$ cat src/rtl/rr_reg_arbiter_pkg.sv
// Shared types and helpers for the round-robin register arbiter.
package arb_pkg;

  localparam int unsigned DATA_W_DEF = 8;

  typedef enum logic [1:0] {
    ST_IDLE  = 2'd0,
    ST_GRANT = 2'd1,
    ST_ACK   = 2'd2
  } state_t;

  // Ceiling log2, never less than 1 so index vectors always have a bit.
  function automatic int unsigned clog2(input int unsigned v);
    int unsigned r;
    r = 0;
    for (int unsigned i = 0; i < 32; i++) begin
      if ((64'd1 << i) < 64'(v)) r = i + 1;
    end
    if (r == 0) r = 1;
    return r;
  endfunction

endpackage

$ cat src/rtl/rr_reg_arbiter_if.sv
// Requester-side bus of the shared register arbiter.
interface rr_reg_arbiter_if
  import arb_pkg::*;
#(
  parameter int unsigned N_REQ  = 4,
  parameter int unsigned DATA_W = DATA_W_DEF,
  parameter int unsigned OW     = clog2(N_REQ)
);

  logic [N_REQ-1:0]        req;
  logic [N_REQ-1:0]        lock;
  logic [N_REQ*DATA_W-1:0] wdata;
  logic [N_REQ-1:0]        gnt;
  logic [N_REQ-1:0]        ack;
  logic [DATA_W-1:0]       q;
  logic [DATA_W-1:0]       qbar;
  logic [OW-1:0]           owner;
  logic                    busy;

  modport master (
    output req, lock, wdata,
    input  gnt, ack, q, qbar, owner, busy
  );

  modport slave (
    input  req, lock, wdata,
    output gnt, ack, q, qbar, owner, busy
  );

endinterface

$ cat src/rtl/rr_reg_arbiter_pick.sv
// Combinational round-robin picker: first requester at or after ptr, wrapping.
module rr_pick
  import arb_pkg::*;
#(
  parameter int unsigned N_REQ = 4,
  parameter int unsigned IW    = clog2(N_REQ)
) (
  input  logic [N_REQ-1:0] req,
  input  logic [IW-1:0]    ptr,
  output logic             valid,
  output logic [N_REQ-1:0] onehot,
  output logic [IW-1:0]    idx
);

  int unsigned c;

  // Scan ptr, ptr+1, ... modulo N_REQ and keep the first hit.
  always_comb begin
    valid  = 1'b0;
    onehot = '0;
    idx    = '0;
    c      = 0;
    for (int unsigned k = 0; k < N_REQ; k++) begin
      c = 32'(ptr) + k;
      if (c >= N_REQ) c = c - N_REQ;
      if (!valid && req[c]) begin
        valid     = 1'b1;
        onehot[c] = 1'b1;
        idx       = IW'(c);
      end
    end
  end

endmodule

$ cat src/rtl/rr_reg_arbiter.sv
// Round-robin arbiter owning the shared q/qbar register bank.
module rr_reg_arbiter
  import arb_pkg::*;
#(
  parameter int unsigned N_REQ    = 4,
  parameter int unsigned DATA_W   = DATA_W_DEF,
  parameter int unsigned MAX_LOCK = 4
) (
  input logic             clk,
  input logic             rst,
  rr_reg_arbiter_if.slave bus
);

  localparam int unsigned OW = clog2(N_REQ);
  localparam int unsigned LW = clog2(MAX_LOCK + 1);

  state_t            state_q, state_d;
  logic [N_REQ-1:0]  gnt_q, gnt_d;
  logic [N_REQ-1:0]  ack_q, ack_d;
  logic [DATA_W-1:0] q_q, q_d;
  logic [OW-1:0]     owner_q, owner_d;
  logic [OW-1:0]     ptr_q, ptr_d;
  logic [OW-1:0]     owner_nxt;
  logic [LW-1:0]     cnt_q, cnt_d;

  logic              pick_valid;
  logic [N_REQ-1:0]  pick_onehot;
  logic [OW-1:0]     pick_idx;

  logic              own_req;
  logic              own_lock;
  logic [DATA_W-1:0] own_wdata;

  rr_pick #(
    .N_REQ (N_REQ),
    .IW    (OW)
  ) u_pick (
    .req    (bus.req),
    .ptr    (ptr_q),
    .valid  (pick_valid),
    .onehot (pick_onehot),
    .idx    (pick_idx)
  );

  // Select the current owner's request, lock and write data.
  always_comb begin
    own_req   = 1'b0;
    own_lock  = 1'b0;
    own_wdata = '0;
    for (int unsigned i = 0; i < N_REQ; i++) begin
      if (owner_q == OW'(i)) begin
        own_req   = bus.req[i];
        own_lock  = bus.lock[i];
        own_wdata = bus.wdata[i*DATA_W +: DATA_W];
      end
    end
  end

  assign owner_nxt = (owner_q == OW'(N_REQ - 1)) ? '0 : owner_q + 1'b1;

  // Next-state, grant, commit and priority-rotation decisions.
  always_comb begin
    state_d = state_q;
    gnt_d   = gnt_q;
    ack_d   = '0;
    q_d     = q_q;
    owner_d = owner_q;
    ptr_d   = ptr_q;
    cnt_d   = cnt_q;
    unique case (state_q)
      ST_IDLE: begin
        if (pick_valid) begin
          state_d = ST_GRANT;
          gnt_d   = pick_onehot;
          owner_d = pick_idx;
          cnt_d   = LW'(1);
        end
      end
      ST_GRANT: begin
        if (own_req) begin
          q_d     = own_wdata;
          ack_d   = gnt_q;
          state_d = ST_ACK;
        end else begin
          gnt_d   = '0;
          ptr_d   = owner_nxt;
          cnt_d   = '0;
          state_d = ST_IDLE;
        end
      end
      ST_ACK: begin
        if (own_lock && own_req && (cnt_q < LW'(MAX_LOCK))) begin
          cnt_d   = cnt_q + 1'b1;
          state_d = ST_GRANT;
        end else begin
          gnt_d   = '0;
          ptr_d   = owner_nxt;
          cnt_d   = '0;
          state_d = ST_IDLE;
        end
      end
      default: begin
        gnt_d   = '0;
        state_d = ST_IDLE;
      end
    endcase
  end

  // State and datapath registers, cleared asynchronously.
  always_ff @(posedge clk or negedge rst) begin
    if (!rst) begin
      state_q <= ST_IDLE;
      gnt_q   <= '0;
      ack_q   <= '0;
      q_q     <= '0;
      owner_q <= '0;
      ptr_q   <= '0;
      cnt_q   <= '0;
    end else begin
      state_q <= state_d;
      gnt_q   <= gnt_d;
      ack_q   <= ack_d;
      q_q     <= q_d;
      owner_q <= owner_d;
      ptr_q   <= ptr_d;
      cnt_q   <= cnt_d;
    end
  end

  assign bus.gnt   = gnt_q;
  assign bus.ack   = ack_q;
  assign bus.q     = q_q;
  assign bus.qbar  = ~q_q;
  assign bus.owner = owner_q;
  assign bus.busy  = (state_q != ST_IDLE);

endmodule
$ cat src/flat_wrapper.sv
// flat-port wrapper written by rule: the top's interface ports become plain ports
module rr_reg_arbiter_flat import arb_pkg::*;
#(
  parameter int unsigned N_REQ    = 4,
  parameter int unsigned DATA_W   = DATA_W_DEF,
  parameter int unsigned MAX_LOCK = 4
)
  (clk, rst, bus_req, bus_lock, bus_wdata, bus_gnt, bus_ack, bus_q, bus_qbar, bus_owner, bus_busy);
  rr_reg_arbiter_if #(.N_REQ(N_REQ), .DATA_W(DATA_W)) bus_i ();
  input logic clk;
  input logic rst;
  input wire logic [$bits(bus_i.req)-1:0] bus_req;
  input wire logic [$bits(bus_i.lock)-1:0] bus_lock;
  input wire logic [$bits(bus_i.wdata)-1:0] bus_wdata;
  output wire logic [$bits(bus_i.gnt)-1:0] bus_gnt;
  output wire logic [$bits(bus_i.ack)-1:0] bus_ack;
  output wire logic [$bits(bus_i.q)-1:0] bus_q;
  output wire logic [$bits(bus_i.qbar)-1:0] bus_qbar;
  output wire logic [$bits(bus_i.owner)-1:0] bus_owner;
  output wire logic [$bits(bus_i.busy)-1:0] bus_busy;
  assign bus_i.req = bus_req;
  assign bus_i.lock = bus_lock;
  assign bus_i.wdata = bus_wdata;
  assign bus_gnt = bus_i.gnt;
  assign bus_ack = bus_i.ack;
  assign bus_q = bus_i.q;
  assign bus_qbar = bus_i.qbar;
  assign bus_owner = bus_i.owner;
  assign bus_busy = bus_i.busy;
  rr_reg_arbiter #(.N_REQ(N_REQ), .DATA_W(DATA_W), .MAX_LOCK(MAX_LOCK)) u_core (.clk(clk), .rst(rst), .bus(bus_i));
endmodule
$ cat config.mk
export PLATFORM = sky130hd
export DESIGN_NAME = rr_reg_arbiter_flat
export DESIGN_NICKNAME = d
export VERILOG_FILES = /design/src/rtl/rr_reg_arbiter_pkg.sv /design/src/rtl/rr_reg_arbiter_if.sv /design/src/rtl/rr_reg_arbiter_pick.sv /design/src/rtl/rr_reg_arbiter.sv /design/src/flat_wrapper.sv
export SDC_FILE = /design/constraint.sdc
export NUM_CORES = 1
export LEC_CHECK = 0
export ABC_CLOCK_PERIOD_IN_PS = 3150
export CAP_MARGIN = 20
export CORE_AREA = 3 3 76 78
export CTS_CLUSTER_DIAMETER = 40
export CTS_CLUSTER_SIZE = 30
export DETAILED_ROUTE_END_ITERATION = 12
export DIE_AREA = 0 0 79 81
export GPL_TIMING_DRIVEN = 0
export MAX_ROUTING_LAYER = met4
export PLACE_DENSITY = 0.8
export SLEW_MARGIN = 5
export SYNTH_ARGS = -nofsm -noshare
export SYNTH_HDL_FRONTEND = slang
export SYNTH_HIERARCHICAL = 1
export SYNTH_SLANG_ARGS = --single-unit
$ cat constraint.sdc
create_clock -name clk -period 3.15 [get_ports clk]
set_input_delay 0.945 -clock clk [delete_from_list [all_inputs] [get_ports clk]]
set_output_delay 0.945 -clock clk [all_outputs]
set_load 0.1 [all_outputs]
==> out/qor.yml <==
worst_setup_path:
  end_kind: "flip-flop"
  crit_fanout: 10
  r2r_end: "u_core/cnt_q[2]"
  ff2ff_path_depth: 9
  critPathLaunch: "bus_req[2]"
  timing.rr.start: "u_core/ptr_q[1]"
  arrival_ns: 3.09
  r2r_setup_slack_ns: 0.45
  setup.worst_path.class: "in2reg"
  endpoint: "u_core/cnt_q[2]"
  cp.required_ns: 3.30
  start_kind: "primary input"
cts:
  clock_path_buffers: 2
  cts_tree: "yes"
  clk_pin_slew_ns: 0.08
  cts_hold_buf: 0
  htreeDepth: 1
  cts-buffers-inserted: 3
  root_buffer: "clkbuf_8"
  clk_latency_ns: 0.26
  clock-sinks: 25
synth:
  syn-cell-area_um2: 2040
  ys_ff_latch: 25
  yosysSeqAreaShare_pct: 30.6
  syn_nets: 274
  syn_avg_cell_area_um2: 9.55
  synthFlopType: "dfrtp_1"
  ys_warn_count: 6
  synthCells: 214
  synth-async-reset-ratio_pct: 100
  synth_edf_count: 0
  ys_types: 44
die:
  fp-row-count: 26
  core_area_um2: 5140
  ios: 69
  die_h_um: 81
  chipWidth_um: 79
  die_area_um2: 6400
  start_util_pct: 39.8
layout:
  final_cell_mix: "clkdlybuf4s50_1, dfrtp_1, inv_1"
  seqCellArea_um2: 626
  fin_nets: 348
  layout-drive-gt1-share_pct: 10.8
  multi_input_area_um2: 1250
  syn_to_final_growth_pct: 40.2
  layout.cells.most_common: "clkdlybuf4s50_1"
  nFillCells: 498
  antenna_cells: 0
detailed_routing:
  route.vias.total: 1839
  drc_errors: 0
  drtPass1Iterations: 4
  avgRoutedWirePerCell_um: 14.4
  ant_nets: 0
  dr.first_iter.drc_count: 125
  viasPerCell: 5.15
  wl_um: 5140
global_route:
  grt_max_degree: 26
  grt_pass1_wl_um: 8690
  grt_usage_pct: 17.5
  grt_pass1_vias: 1806
  antenna_found_initial: 0
  gr-total-overflow: 0
timing:
  fmax_ghz: 0.340
  hold_viol: 0
  worst_pin_slew_ns: 0.990
  post-route-min-period_ns: 2.94
  fin_crit_sh_pct: 93.3
  rsz0062_at_grt: "no"
  clock_skew_ns: 0.00146
  slew_headroom_pct: 33.8
  fin_setup_tns_ns: 0
  fin_ws_ns: 0.212
  slew_viol_final: 0
  setup_viol: 0
min_path:
  min_path_type: "reg2reg"
run:
  cap_viol_max_count: 0
place:
  post-dp-hpwl_um: 4230
  routabilityCongestion: 0.805
  place.port_buffers: 68
  pre_cts_ws_ns: -0.249
status:
  outcome: "completed"
Yosys cell counts, drive strengths merged (8+ instances only):
cell	instances	area, um^2
a21oi	11	55.1
a221oi	8	70.1
a22oi	8	60.1
buf	8	72.6
dfrtp	25	626
ha	18	225
inv	19	71.3
mux2	8	97.6
nand2	15	56.3
nor2b	14	87.6
nor3	9	45.0
o21ai	14	70.1
area by class of cell:
type / count / area share, %
Multi-Input combinational cell: 156 / 43.7
Timing Repair Buffer: 69 / 24.0
Sequential cell: 25 / 21.8
Buffer: 14 / 3.40
Tap cell: 70 / 3.06
Inverter: 19 / 2.49
Clock buffer: 4 / 1.57
per-layer routing:
layer | track usage, % | up-vias | share of wire, %
met5 | - | - | 0
met4 | 8.08 | 0 | 2.6
met2 | 29.6 | 37 | 52
met1 | 21.5 | 874 | 43
li1 | - | 920 | -
met3 | 1.11 | 8 | 2.2
cells by family after synthesis:
kind of cell	after synthesis	synth area share (%)
DFF	25	30.6
adders and majority gates	18	11.0
buffers and inverters	33	8.20
AOI/OAI and AO/OA	56	18.5
muxes	15	11.2
and+or+nand+nor	67	20.5
through the flow:
step / instance area [um^2] / util, % / hold WS, ns / cells
6_report: 2870 / 55.8 / 0.516 / 357
3_5_place_dp: 2810 / 54.7 / 0.501 / 352
3_3_place_gp: 2810 / 54.7 / 0.496 / 352
2_1_floorplan: 2040 / - / 0.480 / 214
4_1_cts: 2860 / 55.6 / 0.525 / 356
5_1_grt: 2870 / 55.8 / 0.560 / 357
flip-flops by register name, summed over array words and instances, names as in the netlist:
| signal | cells |
|---|---|
| u_core/bus.ack | 4 |
| u_core/bus.gnt | 4 |
| u_core/bus.q | 8 |
| u_core/state_q | 2 |
| u_core/cnt_q | 3 |
| u_core/bus.owner | 2 |
| u_core/ptr_q | 2 |
critical path, cell delays in order:
cell	delay (ns)
clkdlybuf4s50_1	0.51
mux4_2	0.51
buf_6	0.16
nor3_2	0.20
nand2b_1	0.10
nand2b_1	0.18
nor3b_4	0.18
mux2_1	0.31
worst min-delay path by stage:
stage                                from               to  slack [ns]  cells after the start
final                     u_core/bus.q[0]  u_core/bus.q[0]        0.52                      2
after floorplan           u_core/cnt_q[2]  u_core/cnt_q[2]        0.48                      1
after detailed placement  u_core/cnt_q[1]  u_core/cnt_q[1]        0.50                      1
after CTS                 u_core/bus.q[0]  u_core/bus.q[0]        0.53                      2
after global routing      u_core/bus.q[0]  u_core/bus.q[0]        0.56                      2
after global placement    u_core/bus.q[1]  u_core/bus.q[1]        0.50                      2
repair_timing:
| item | CTS | global route |
|---|---|---|
| endpoints found under the setup margin | 1 | 6 |
| cloned | 0 | 0 |
| resized for setup | 1 | 6 |
| setup buffers | 0 | 0 |
Power is left out: the tool's default activity adds up to more than one toggle a clock period on the data nets, which glitch-free logic cannot reach.
